--- src/rtl/wordcell_array_ctrl.sv ---
// Request/response front end for a bank of Wordcell words: sequences op, one-hot sel and in_bus
// so that sel is only ever asserted while op and in_bus are settled, and registers read data.
module wordcell_array_ctrl #(
    parameter int unsigned WORDS  = 8,
    parameter int unsigned ADDR_W = 3,
    parameter int unsigned DATA_W = 8
) (
    input  logic              clk,
    input  logic              rst_n,
    input  logic              req_valid_i,
    output logic              req_ready_o,
    input  logic              req_we_i,
    input  logic [ADDR_W-1:0] req_addr_i,
    input  logic [DATA_W-1:0] req_wdata_i,
    output logic              rsp_valid_o,
    input  logic              rsp_ready_i,
    output logic [DATA_W-1:0] rsp_rdata_o,
    output logic              rsp_err_o,
    output logic              op_o,
    output logic [WORDS-1:0]  sel_o,
    output logic [DATA_W-1:0] in_bus_o,
    input  logic [DATA_W-1:0] out_bus_i
);

    typedef enum logic [2:0] {
        StIdle,
        StWSetup,
        StWStrobe,
        StWHold,
        StRSel,
        StRCap,
        StRResp
    } state_e;

    localparam logic [ADDR_W:0] WordsLim = (ADDR_W + 1)'(WORDS);

    state_e            state_q, state_d;
    logic              alive_q;
    logic [ADDR_W-1:0] addr_q, addr_d;
    logic [DATA_W-1:0] wdata_q, wdata_d;
    logic [DATA_W-1:0] rdata_q, rdata_d;
    logic              err_q, err_d;

    logic              in_range;
    logic              accept;
    logic [WORDS-1:0]  addr_dec;

    assign in_range = ({1'b0, addr_q} < WordsLim);
    assign accept   = req_valid_i & req_ready_o;

    // Out-of-range addresses match no bit, so the decode is all zero for them.
    always_comb begin
        addr_dec = '0;
        for (int i = 0; i < int'(WORDS); i++) begin
            addr_dec[i] = (addr_q == ADDR_W'(i));
        end
    end

    always_comb begin
        state_d = state_q;
        addr_d  = addr_q;
        wdata_d = wdata_q;
        rdata_d = rdata_q;
        err_d   = err_q;
        unique case (state_q)
            StIdle: begin
                if (accept) begin
                    addr_d  = req_addr_i;
                    wdata_d = req_wdata_i;
                    state_d = req_we_i ? StWSetup : StRSel;
                end
            end
            StWSetup:  state_d = StWStrobe;
            StWStrobe: state_d = StWHold;
            StWHold:   state_d = StIdle;
            StRSel:    state_d = StRCap;
            StRCap: begin
                rdata_d = in_range ? out_bus_i : '0;
                err_d   = ~in_range;
                state_d = StRResp;
            end
            StRResp: begin
                if (rsp_ready_i) begin
                    state_d = StIdle;
                end
            end
            default: state_d = StIdle;
        endcase
    end

    // Array-side outputs decode only registered state; req_* never reach them combinationally.
    always_comb begin
        req_ready_o = alive_q & (state_q == StIdle);
        op_o        = (state_q == StWSetup) | (state_q == StWStrobe) | (state_q == StWHold);
        in_bus_o    = op_o ? wdata_q : '0;
        sel_o       = '0;
        if ((state_q == StWStrobe) | (state_q == StRSel) | (state_q == StRCap)) begin
            sel_o = addr_dec;
        end
        rsp_valid_o = (state_q == StRResp);
        rsp_rdata_o = rdata_q;
        rsp_err_o   = err_q;
    end

    // alive_q keeps req_ready low while reset is held and for the release edge.
    always_ff @(posedge clk or negedge rst_n) begin
        if (!rst_n) begin
            state_q <= StIdle;
            alive_q <= 1'b0;
            addr_q  <= '0;
            wdata_q <= '0;
            rdata_q <= '0;
            err_q   <= 1'b0;
        end else begin
            state_q <= state_d;
            alive_q <= 1'b1;
            addr_q  <= addr_d;
            wdata_q <= wdata_d;
            rdata_q <= rdata_d;
            err_q   <= err_d;
        end
    end

endmodule

--- config.mk ---
export PLATFORM = sky130hd
export DESIGN_NAME = wordcell_array_ctrl
export DESIGN_NICKNAME = d
export VERILOG_FILES = /design/src/rtl/wordcell_array_ctrl.sv
export SDC_FILE = /design/constraint.sdc
export NUM_CORES = 1
export LEC_CHECK = 0
export CORE_ASPECT_RATIO = 2
export CORE_UTILIZATION = 40
export CTS_CLUSTER_SIZE = 14
export DETAILED_ROUTE_END_ITERATION = 8
export PLACE_DENSITY = 0.78
export SYNTH_ARGS = -nofsm -noshare
export SYNTH_HDL_FRONTEND = slang
export SYNTH_SLANG_ARGS = --single-unit
--- constraint.sdc ---
create_clock -name clk -period 1.95 [get_ports clk]
set_clock_uncertainty 0.2 [all_clocks]
set_input_delay 0.2925 -clock clk [delete_from_list [all_inputs] [get_ports clk]]
set_output_delay 0.2925 -clock clk [all_outputs]
set_load 0.02 [all_outputs]
# Yosys cells after proc, flatten, opt, wreduce, memory -nomap -nowiden
# Cells that the tools add are included.
# totals
ff_bits	23
out_inout_bits	28
# op_classes
n_eq_ne	15
n_mux	6
n_bitwise	6
reduce_logical	4
# op_table
cell	n
$eq 3x3->1 const B	7
$pmux 3 s6	1
$mux 8	2
$eq 3x2->1 const B	4
$mux 3	3
$eq 3x1->1 const B	2
$logic_not 3->1	2
$or 1x1->1	4
$reduce_and 2->1	2
$and 1x1->1	2
$ne 2x1->1 const B	1
$ne 2x2->1 const B	1

# Logic depth before layout (Yosys ltp)
# Gate-level depths: netlist of run 1.
# depth
word_depth	5
depth_mapped	4

# Worst setup path after synthesis of run 1
# No wires, ideal clock.
# synth_timing
path_type	register to output
startpoint	register state_q[2]
endpoint	output port sel_o[4]
t_arrival_ns	1.356
required_time_ns	1.457
setup_slack_ns	0.101
stages_incl_launch_ff	5
path_cell_list	dfrtp_1 -> buf_4 -> nor3b_1 -> o21ai_0 -> nor3_1
# synth_via
elab_chain_len	4
# synth_lines
element	line	source
start, declared	37	state_e state_q, state_d;
start signal, assigned	108	state_q <= StIdle;
start signal, assigned	115	state_q <= state_d;
$eq 3x2->1 or $eq 3x3->1 (tied branches)	97	if ((state_q == StWStrobe) | (state_q == StRSel) | (state_q == StRCap)) begin
$or 1x1->1	97	
$or 1x1->1 *	97	
$mux 8 *	97	
end, declared	20	output logic [WORDS-1:0] sel_o,
# Mark *: on every way between the ends. The rest lies on a longest branch, timed or not.

# Final worst setup path of run 1
# layout_timing
startpoint	register state_q[1]
endpoint	output port in_bus_o[0]
# layout_via
elab_chain_len	4
# layout_lines
element	line	source
$eq 3x1->1 or $eq 3x2->1 (tied branches)	94	op_o = (state_q == StWSetup) | (state_q == StWStrobe) | (state_q == StWHold);
$or 1x1->1	94	
$or 1x1->1 *	94	
$mux 8 *	95	in_bus_o = op_o ? wdata_q : '0;
end, declared	21	output logic [DATA_W-1:0] in_bus_o,
# Marks and branches as above.

==> results.cfg, run 1 <==
[final_layout]
nNetsFinal = 173
synthToLayoutAreaGrowth_pct = 53.7
antenna_cells = 0
finalNonFillerCells = 176
drive_gt1_share_pct = 39.9

[sta]
setup_viol = 0
layout_min_cycle_time_ps = 1930
timing.final.crit_share_pct = 99.0
fin_setup_tns_ps = 0
clock.fmax_mhz = 518
hold_viol = 0
drv_slew = 0
rsz0062_at_grt = true

[drt]
viasPerCell = 5.07
drt_iter0_markers = 6
routed_wl_um = 2680
drc = 0
drt-pass1-iter-count = 3
ant_nets = 0
vias = 892
wl_per_cell_um = 15.2

[synth]
yosysMostFrequentCell = dfrtp_1
synthDistinctLibCells = 25
async_reset_ff_share_pct = 100
yosysWarnings = 0
synth_common_cells = dfrtp_1 (23), mux2_4 (10), mux2_2 (9)
ys_ff_latch = 23
syn_inst = 87
yosysSeqAreaShare_pct = 51.8
synth_enable_flop_cells = 0
synth_top_cell_by_area = dfrtp_1
synth.area.top_cells = dfrtp_1 (52%), mux2_4 (14%), mux2_2 (9.1%), and2_1 (4.5%), nor2_1 (2.7%)
synth.avg_cell_area_um2 = 12.8
synth.cell_area_mm2 = 0.00111
syn_nets = 111
ys.flop_type = dfrtp_1
synth_top_area_share_pct = 51.8

[critical_path]
arrival_ps = 1440
critPathCaptureType = primary output
crit_fanout = 9
reg2reg_depth = 5
r2r_slack_ps = 100
path_class = reg2out
required_ps = 1460
r2r-start = state_q[1]
start_kind = register
crit_end = in_bus_o[0]
rr_endpoint = wdata_q[0]
cp-startpoint = state_q[1]

[floorplan]
die_y_um = 76.5
io-pin-count = 52
num_rows = 26
core-area_mm2 = 0.00260
dieArea_mm2 = 0.00301
chipWidth_um = 39.3
start_util_pct = 42.7

[grt]
grt_usage_pct = 19.9
grt_pass1_vias = 943
grt_overflow = 0
antenna_found_initial = 0
grt_start_max_net_pins = 24
globalRouteMet2Util_pct = 38.0
use_met3_pct = 2.62
busiest_layer = met2
grt_pass1_wl_um = 4230
grt_use_met1_pct = 20.3

[placed_design]
hpwl_um = 2050
place.gp.congestion = 0.706
post-place-cells = 171
io_buffers = 50

[cts]
cts-root-buf = clkbuf_8
cts-hold-fix-buffers = 0
h-tree-depth = 1
clk_latency_ps = 260
numCtsBuffers = 3
cts_tree = yes
clk_path_buf_depth = 2
clock-sinks = 23
clkTransAtPathRegs_ps = 80

[power_and_ir_drop]
vdd_drop_max_mv = 0.912
p_leak_nw = 0.792
p_per_area_mw_per_mm2 = 1640

[outcome]
status = complete, no violations

[run]
drv_cap = 0

[hold_path]
hold_path_class = in2async
through the flow:
stage                     utilization, %  setup WS (ps)  power [W]  instance area, um^2  hold WS [ps]
after floorplan                        -            101    0.00179                 1110          -203
after global placement              65.2           -153    0.00248                 1700           286
after detailed placement            65.2           -201    0.00254                 1700           288
after CTS                           64.3          -6.75    0.00273                 1670           194
after global routing                65.6          -50.0    0.00297                 1710           205
final                               65.6           19.9    0.00279                 1710           190
worst max-delay path, cell delays in order (launching register included):
cell and delay [ps]:
dfrtp_1 420, buf_4 170, nor2_4 70, nor2_1 50, buf_4 150, and2_1 160
buf_4 150
state kept, by name, indices dropped and copies added, names as in the netlist:
signal       count
alive_q          1
rsp_rdata_o      8
state_q          3
addr_q           3
wdata_q          8
layer usage:
metal | vias up | share of wire [%]
met5 | - | 0
met4 | 0 | 1.1
met3 | 4 | 3.9
met2 | 26 | 61
met1 | 446 | 34
li1 | 416 | -
logic make-up (layout without fill, tap and decap cells):
| group | after synthesis | in the layout | synth area share [%] |
|---|---|---|---|
| multiplexers | 19 | 19 | 22.6 |
| AND/OR/NAND/NOR | 30 | 30 | 16.3 |
| AO/OA/AOI/OAI | 7 | 7 | 4.51 |
| flip-flops | 23 | 23 | 51.8 |
| other | 2 | 2 | 0.676 |
| buffers and inverters | 6 | 67 | 4.05 |
power breakdown:
part           switching (W)  internal, W  leakage, nW
combinational       0.000770     0.000860        0.493
clock               0.000150     0.000142       0.0255
sequential          0.000160     0.000710        0.274
repair_timing:
item | in CTS | in global routing
setup buffers | 0 | 1
endpoints found under the hold margin | 0 | 0
gates resized for setup | 74 | 13
setup endpoints to repair | 19 | 14
pin swaps | 0 | 1
final cells by class:
type / instances / area (um^2)
Clock inverter: 1 / 5.00
Multi-Input combinational cell: 58 / 510
Clock buffer: 3 / 41.3
Timing Repair Buffer: 61 / 533
Inverter: 2 / 7.51
Sequential cell: 23 / 576
Fill cell: 232 / 895
Tap cell: 28 / 35.0
layout by cell type (no fill, tap or decap), types with 2 or more instances in the layout:
master,netlist,routed
and2_1,8,8
buf_2,0,8
buf_4,2,17
clkbuf_8,0,3
clkdlybuf4s50_1,0,31
conb_1,2,2
dfrtp_1,23,23
inv_1,2,2
mux2_2,9,9
mux2_4,10,10
nand2_1,3,3
nand2b_1,2,2
nor2_1,8,7
nor3_1,2,2
worst min-delay path by stage:
stage,startpoint,to,slack [ps],cells past startpoint
floorplan,rst_n,addr_q[0],-200,0
global placement,wdata_q[0],wdata_q[0],290,1
detailed placement,wdata_q[7],wdata_q[7],290,1
CTS,rst_n,rsp_rdata_o[4],190,2
global route,rst_n,rsp_rdata_o[4],200,2
finish,rst_n,rsp_rdata_o[2],190,2
Note: power is estimated with default switching activity, not from simulation.
==> run 2: changes to the inputs <==
==> constraint.sdc (replaced) <==
create_clock -name clk -period 2 [get_ports clk]
set_clock_uncertainty 0.2 [all_clocks]
set_input_delay 0.3 -clock clk [delete_from_list [all_inputs] [get_ports clk]]
set_output_delay 0.3 -clock clk [all_outputs]
set_load 0.02 [all_outputs]
==> run 2 against run 1 <==
Largest cell class unchanged; via count down 1.3%; count of clock-buffer cells in the layout unchanged; sequential power down 2.9%; highest routed layer unchanged; final cell count unchanged; global-route usage down 0.34 points; critical path depth unchanged.
==> results.cfg, run 2 (synthesized netlist as in run 1, its figures left out) <==
[outcome]
status = complete, no violations

[critical_path]
crit_path_frequent_cell = buf_4
path_class = reg2out
crit_path_top_delay_cell = dfrtp_1
crit_fanout = 9
critPathCaptureType = primary output
r2r-start = state_q[1]
required_ps = 1500
worstPathCellList = buf_6, nor2_4, nor2_1, buf_4, and2_1, buf_4
arrival_ps = 1450
rr_endpoint = wdata_q[0]
cp-startpoint = state_q[0]
start_kind = register
r2r_slack_ps = 160
reg2reg_depth = 5
slowest_delay_ps = 420

[sta]
clock.fmax_mhz = 514
layout_min_cycle_time_ps = 1950
setup_viol = 0
setup_ws_ps = 53.3
timing.final.crit_share_pct = 97.3
hold_viol = 0
fin_setup_tns_ps = 0
fin_hold_ws_ps = 196
drv_slew = 0

[power_and_ir_drop]
power_frac_comb_pct = 57.7
p_per_area_mw_per_mm2 = 1580
p_int_w = 0.00163
vdd_drop_max_mv = 0.853
clockPowerShare_pct = 10.6
sequentialPowerShare_pct = 31.7
switching_share_pct = 38.8
p_leak_nw = 0.795
p_switching_w = 0.00103

[grt]
grt_pass1_vias = 934
grt_pass1_wl_um = 4160
grt_start_max_net_pins = 24
grt_overflow = 0
antenna_found_initial = 0
grt_usage_pct = 19.6

[final_layout]
finalNonFillerCells = 176
antenna_cells = 0
fin_util_pct = 64.9
n_fill_cell = 235
layout_commonest_cell = clkdlybuf4s50_1
nNetsFinal = 173
final_cell_mix = clkdlybuf4s50_1 (31), dfrtp_1 (23), buf_2 (14), buf_4 (11), mux2_4 (10)
drive_gt1_share_pct = 37.8
seq_area_um2 = 576
synthToLayoutAreaGrowth_pct = 52.0
multi_input_area_um2 = 503

[floorplan]
start_util_pct = 42.7
dieArea_mm2 = 0.00301
die_y_um = 76.5
chipWidth_um = 39.3
io-pin-count = 52
num_rows = 26
core-area_mm2 = 0.00260

[placed_design]
place.gp.congestion = 0.706
pre_cts_slack_ps = -159
hpwl_um = 2050
io_buffers = 50
post-place-cells = 171

[cts]
clk_path_buf_depth = 2
cts-root-buf = clkbuf_8
h-tree-depth = 1
clkTransAtPathRegs_ps = 80
cts_tree = yes
clk_latency_ps = 260
numCtsBuffers = 3
clock-sinks = 23

[drt]
routed_wl_um = 2630
drc = 0
wl_per_cell_um = 14.9
drt-pass1-iter-count = 3
vias = 880
ant_nets = 0
viasPerCell = 5.00
drt_iter0_markers = 4

[hold_path]
hold_path_class = in2async

[run]
drv_cap = 0
## run 2: worst max path at each step
stage | to | slack, ps | cells after the start
4_1_cts | op_o | 5 | 5
6_report | in_bus_o[0] | 50 | 6
3_5_place_dp | sel_o[6] | -160 | 5
3_3_place_gp | sel_o[4] | -110 | 5
2_1_floorplan | sel_o[4] | 140 | 4
5_1_grt | in_bus_o[0] | -20 | 6
## run 2: metrics by stage
stage                     power, W  area, um^2
after detailed placement   0.00248        1700
after floorplan            0.00174        1110
after CTS                  0.00266        1690
final                      0.00267        1690
after global routing       0.00284        1690
after global placement     0.00242        1700
## run 2: critical path: cells and delay by family, from the launching register on
family / cells / cell delay, ps
DFF: 1 / 420
and+or+nand+nor: 3 / 310
buffers and inverters: 3 / 450
## run 2: area by class of cell
| class | count | area share, % |
|---|---|---|
| sequential | 23 | 34.1 |
| timing repair buffer | 61 | 30.9 |
| multi-input combinational | 58 | 29.8 |
| clock buffer | 3 | 2.44 |
| tap | 28 | 2.07 |
| inverter | 2 | 0.444 |
| clock inverter | 1 | 0.296 |
## run 2: repair_timing
action                                  CTS  global route
endpoints found under the setup margin   19            17
hold buffers                              0             0
resized for setup                        65            12
pin swaps                                 0             1
buffers inserted                          0             1
## run 2: routing by layer
layer | part of all wire (%) | GRT usage [%] | vias to the layer above
li1 | - | - | 415
met1 | 34 | 20.1 | 439
met2 | 62 | 37.2 | 24
met3 | 3.5 | 2.62 | 2
met4 | 0.80 | 5.17 | 0
met5 | 0 | 0 | -
## run 2: power by group through the flow
| stage | logic [W] | clock network [W] | registers [W] |
|---|---|---|---|
| floorplan | 0.000822 | 0 | 0.000919 |
| finish | 0.00154 | 0.000283 | 0.000845 |
| CTS | 0.00152 | 0.000294 | 0.000842 |
| detailed placement | 0.00163 | 0 | 0.000847 |
| global route | 0.00165 | 0.000311 | 0.000880 |
| global placement | 0.00159 | 0 | 0.000829 |
==> patch 1: new RTL, flow settings as in run 1 <==
`wdata_q` and `rdata_q` no longer have a reset.
--- a/src/rtl/wordcell_array_ctrl.sv
+++ b/src/rtl/wordcell_array_ctrl.sv
@@ -110,4 +110,2 @@
             addr_q  <= '0;
-            wdata_q <= '0;
-            rdata_q <= '0;
             err_q   <= 1'b0;
@@ -117,4 +115,2 @@
             addr_q  <= addr_d;
-            wdata_q <= wdata_d;
-            rdata_q <= rdata_d;
             err_q   <= err_d;
@@ -123,2 +119,7 @@
 
+    always_ff @(posedge clk) begin
+        wdata_q <= wdata_d;
+        rdata_q <= rdata_d;
+    end
+
 endmodule
Function: differs if rst_n is asserted again (counterexample within 10 cycles, from zero or initial values and one cycle with rst_n low); with rst_n held inactive, the same outputs for 10 cycles.
==> patch 1 against run 1 <==
  * Fmax is 0.71% higher
  * Critical path depth is 1 lower
  * Wire length is 17% lower
  * Total power is 26% lower
  * Final area is 5.5% lower
  * Area after synthesis is 12% lower
  * Sequential cell count stayed put
  * Synthesized cell count is 20% lower
  * Setup slack better by 14 ps
  * Die area is 11% lower
  * Largest power group unchanged
  * Highest routed layer unchanged
==> patch 1: results (changes against run 1) <==
| Metric | Value |
|---|---|
| Initial antenna violation count | `0 (unchanged)` |
| Adder-Cell Fraction of Synth Area | `0 (unchanged)` |
| Reg2Reg Setup Slack | `100 ps (about the same)` |
| Worst R2R Start | `state_q[2] (was state_q[1])` |
| Outcome | `finished, final reports clean (unchanged)` |
| Leak | `0.680 nW (was 0.792 nW)` |
| First-pass GRT wire length | `3210 um (was 4230 um)` |
| Met3 usage | `0.0245 (was 0.0262)` |
| Vias in the first global route | `716 (was 943)` |
| Yosys warning total | `0 (unchanged)` |
| # port buffers | `50 (unchanged)` |
| Path depth of the worst reg2reg path | `5 (unchanged)` |
| Hold Crit Class | `in -> async (unchanged)` |
| GRT Overall Usage | `0.174 (was 0.199)` |
| Post-synth EDFFs | `16 (was 0)` |
| ANT cells | `0 (unchanged)` |
| DR pass1 iterations | `3 (unchanged)` |
| Max Buffers Root-to-Sink | `2 (unchanged)` |
| CTS H-tree lvls | `1 (unchanged)` |
| Top post-synthesis cells by area | `edfxtp_1, dfrtp_1, and2_1 (was dfrtp_1, mux2_4, mux2_2)` |
| Mux contribution to synthesized area | `0.0460 (was 0.226)` |
| Crit-path max FO | `9 (unchanged)` |
| Share of cells above drive strength 1 | `0.353 (was 0.399)` |
| Synth Area in Compound Gates | `0.0563 (was 0.0450)` |
| Worst-skew pair later-pin latency | `250 ps` |
| Vias | `761 (was 892)` |
| Final nets | `158 (was 173)` |
| CTS clk-pin slew, worst paths | `~70 ps` |
| RD Place Congestion | `0.716 (was 0.706)` |
| Worst setup path class | `reg -> out (unchanged)` |
| Pin count of the biggest net entering global routing | `13 (was 24)` |
| Post-synthesis sequential area ratio | `0.670 (was 0.518)` |
| Maximum vdd drop | `924 uV (was 912 uV)` |
| Sequential Power Share | `0.343 (was 0.311)` |
| R2R Path End | `wdata_q[1] (was wdata_q[0])` |
| Xor/xnor share of the synthesized area | `0 (unchanged)` |
| Synthesized Nets | `94 (was 111)` |
| WL final | `2210 um (was 2680 um)` |
| NetSw | `0.762 mW (was 1.08 mW)` |
| Synth cell types | `23 (was 25)` |
| Iter 0 DRT Violations | `8 (was 6)` |
| Number of CTS-inserted buffers | `3 (unchanged)` |
| CTS root buf | `clkbuf_8 (unchanged)` |
| Met2 Usage GRT | `0.317 (was 0.380)` |
| Detail Placement HPWL | `1710 um (was 2050 um)` |
| Worst EP arrival | `1420 ps (was 1440 ps)` |
| Most frequent cells after synthesis | `edfxtp_1, and2_1, nor2_1 (was dfrtp_1, mux2_4, mux2_2)` |
| Synth async-reset ratio | `0.304 (was 1.00)` |
| GRT met1 Usage | `0.183 (was 0.203)` |
-- patch 1: per-stage QoR --
step	hold slack (ps)	setup slack, ps	cell area, um2	instances
after detailed placement	325	-254	1560	152
after CTS	104	-28.1	1570	156
after floorplan	-203	42.5	978	70
after global placement	318	-153	1560	152
final	98.4	33.5	1610	160
after global routing	115	-39.9	1610	160
-- patch 1: final cells by class --
cell class / instances / area (um2)
fillers: 184 / 732
flip-flops and latches: 23 / 656
repair buffers: 62 / 547
multi-input cells: 42 / 325
clock buffers: 4 / 45.0
well taps: 27 / 33.8
inverters: 2 / 7.51
-- patch 1: worst max path at each step --
stage | cells past startpoint | from | end
after floorplan | 4 | state_q[1] | sel_o[4]
after global placement | 4 | state_q[2] | sel_o[4]
after detailed placement | 4 | state_q[2] | sel_o[4]
after CTS | 4 | state_q[0] | sel_o[6]
after global routing | 6 | state_q[1] | in_bus_o[1]
final | 5 | state_q[2] | in_bus_o[1]
-- patch 1: cell families (layout without fill, tap and decap cells) --
group | count (synthesis) | in the layout
other | 2 | 2
AND/OR/NAND/NOR | 30 | 30
buffers and inverters | 5 | 68
AO/OA/AOI/OAI | 7 | 7
flip-flops | 23 | 23
multiplexers | 3 | 3
-- patch 1: per-layer routing --
layer	wire length, um	share of wire	vias to the layer above
li1	-	-	368
met5	0	0	-
met1	757	0.34	359
met3	94	0.043	4
met2	1330	0.60	30
met4	29	0.013	0
-- patch 1: worst max-delay path, cell delays in order, from the launching register on --
cell     delay [ps]
dfrtp_1         420
buf_4           190
nor2_1          130
buf_4           160
and2_1          120
buf_2           150
-- patch 1: power by group through the flow --
stage | registers (mW) | clock network (mW) | logic, mW
global placement | 0.685 | 0 | 1.02
floorplan | 0.709 | 0 | 0.544
CTS | 0.692 | 0.286 | 0.969
finish | 0.708 | 0.274 | 1.08
detailed placement | 0.694 | 0 | 1.04
global route | 0.722 | 0.306 | 1.15
-- patch 1: what timing repair did --
action | CTS | global route
setup endpoints to repair | 19 | 18
setup buffers | 0 | 4
hold endpoints to repair | 0 | 0
pin swaps | 1 | 0
gates resized for setup | 66 | 26
==> patch 2: new RTL, settings of run 1 <==
Made on the original files. Change the parameter `DATA_W` from 8 to 7.
--- a/src/rtl/wordcell_array_ctrl.sv
+++ b/src/rtl/wordcell_array_ctrl.sv
@@ -5,3 +5,3 @@
     parameter int unsigned ADDR_W = 3,
-    parameter int unsigned DATA_W = 8
+    parameter int unsigned DATA_W = 7
 ) (
Interface: changed (resized in_bus_o, out_bus_i, req_wdata_i and rsp_rdata_o); port bits go from 52 to 48. No check against the original RTL was run, so the function may have changed too.
==> patch 2 against run 1 <==
  * Sequential power shrank 9.0%
  * Final cell count fell by 7.4%
  * Final area is 8.4% lower
  * Non-clock buffer count fell by 6
  * Wire length down 9.2%
  * Combinational power decreased by 13%
  * Die area is 12% lower
  * Sequential share of layout area fell by 0.10 points
  * Area after synthesis is 13% lower
  * Sequential cell count shrank 2
  * Critical path depth decreased by 2
  * Total power fell by 11%
  * Setup slack got worse by 9.6 ps
  * Utilization is 4.8 points higher
  * Largest cell class unchanged
  * Largest power group unchanged
==> patch 2: results (changes against run 1) <==
| Metric | Value |
|---|---|
| Worst-skew pair later-pin latency | `between 200 and 300 ps` |
| CTS clk-pin slew, worst paths | `about 70 ps` |
| Critical path startpoint | `state_q[2] (was state_q[1])` |
| Top post-synthesis cells by area | `dfrtp_1, mux2_2, and2_1 (was dfrtp_1, mux2_4, mux2_2)` |
| Final nets | `160 (was 173)` |
| Hold Crit Class | `in -> async (unchanged)` |
| Vias in the first global route | `876 (was 943)` |
| # port buffers | `46 (was 50)` |
| CTS root buf | `clkbuf_8 (unchanged)` |
| Crit-path max FO | `4 (was 9)` |
| CTS H-tree lvls | `1 (unchanged)` |
| Comb power frac | `0.571 (was 0.584)` |
| Share of cells above drive strength 1 | `0.380 (was 0.399)` |
| Fillers | `171 (was 232)` |
| Detail Placement HPWL | `1930 um (was 2050 um)` |
| Hold Slack | `185 ps (was 190 ps)` |
| Path depth of the worst reg2reg path | `5 (unchanged)` |
| Reg2Reg Setup Slack | `around 90 ps` |
| Synth cell types | `23 (was 25)` |
| ANT cells | `0 (unchanged)` |
| Yosys warning total | `0 (unchanged)` |
| Leak | `0.686 nW (was 0.792 nW)` |
| Placed instance area | `1500 um2 (was 1700 um2)` |
| Iter 0 DRT Violations | `14 (was 6)` |
| First-pass GRT wire length | `3800 um (was 4230 um)` |
| Routed vias/inst | `4.99 (was 5.07)` |
| RD Place Congestion | `0.707 (was 0.706)` |
| Mapped Cells | `82 (was 87)` |
| WL final | `2430 um (was 2680 um)` |
| Vias | `814 (was 892)` |
| Pin count of the biggest net entering global routing | `22 (was 24)` |
| CP endpoint kind | `output pin (unchanged)` |
| Maximum vdd drop | `971 uV (was 912 uV)` |
| Post-synthesis sequential area ratio | `0.543 (was 0.518)` |
| Outcome | `finished, final reports clean (unchanged)` |
| Most frequent cells after synthesis | `dfrtp_1, mux2_2, nor2_1 (was dfrtp_1, mux2_4, mux2_2)` |
| Initial antenna violation count | `0 (unchanged)` |
| Worst R2R Start | `state_q[0] (was state_q[1])` |
| DR pass1 iterations | `4 (was 3)` |
| Number of CTS-inserted buffers | `3 (unchanged)` |
| Synthesized Nets | `104 (was 111)` |
| R2R Path End | `wdata_q[0] (unchanged)` |
| GRT Overall Usage | `0.199 (about the same)` |
| Power Dens Cells | `1580 nW/um2 (was 1640 nW/um2)` |
| NetSw | `0.983 mW (was 1.08 mW)` |
| Worst EP arrival | `around 1500 ps` |
| Final ANT Viol Nets | `0 (unchanged)` |
| CP endpoint | `sel_o[5] (was in_bus_o[0])` |
| Max Buffers Root-to-Sink | `2 (unchanged)` |
| Synth async-reset ratio | `1.00 (unchanged)` |
[patch 2: final cells by class]
cell class	count	share of cell area
clock buffers	4	0.0288
multi-input cells	55	0.290
flip-flops and latches	21	0.336
inverters	2	0.00480
repair buffers	55	0.319
well taps	26	0.0208
[patch 2: logic make-up after synthesis]
group / count (synthesis) / share of synthesized area
and+or+nand+nor: 29 / 0.169
muxes: 17 / 0.198
AOI/OAI and AO/OA: 7 / 0.0517
DFF: 21 / 0.543
other: 2 / 0.00775
buffers and inverters: 6 / 0.0310
[patch 2: what timing repair did]
action | 4_1_cts | 5_1_grt
setup endpoints to repair | 18 | 16
gates resized for setup | 62 | 13
buffers inserted | 0 | 2
[patch 2: worst max-delay path: stages, from the launching register on]
cell,delay [ps]
dfrtp_1,430
nor2b_2,200
o21ai_2,230
nor2_1,80
clkdlybuf4s15_2,260
[patch 2: stage by stage]
step | setup TNS (ps) | setup WS, ps | power [mW]
after floorplan | 0 | 83.2 | 1.54
after global placement | -797 | -121 | 2.15
after detailed placement | -1480 | -187 | 2.21
after CTS | -29.3 | -14.2 | 2.39
after global routing | -227 | -59.8 | 2.62
final | 0 | 10.3 | 2.48
[patch 2: layer usage]
layer  global-route usage  wire (um)
met1                0.193        869
met4                0.103         91
met5                    0          0
met2                0.383       1390
met3               0.0217         76
[patch 2: power groups by stage]
stage          Sequential, mW  Combinational, mW  Clock [mW]
2_1_floorplan           0.834              0.705           0
3_3_place_gp            0.765               1.39           0
3_5_place_dp            0.781               1.43           0
4_1_cts                 0.777               1.34       0.277
5_1_grt                 0.825               1.50       0.296
6_report                0.792               1.41       0.272
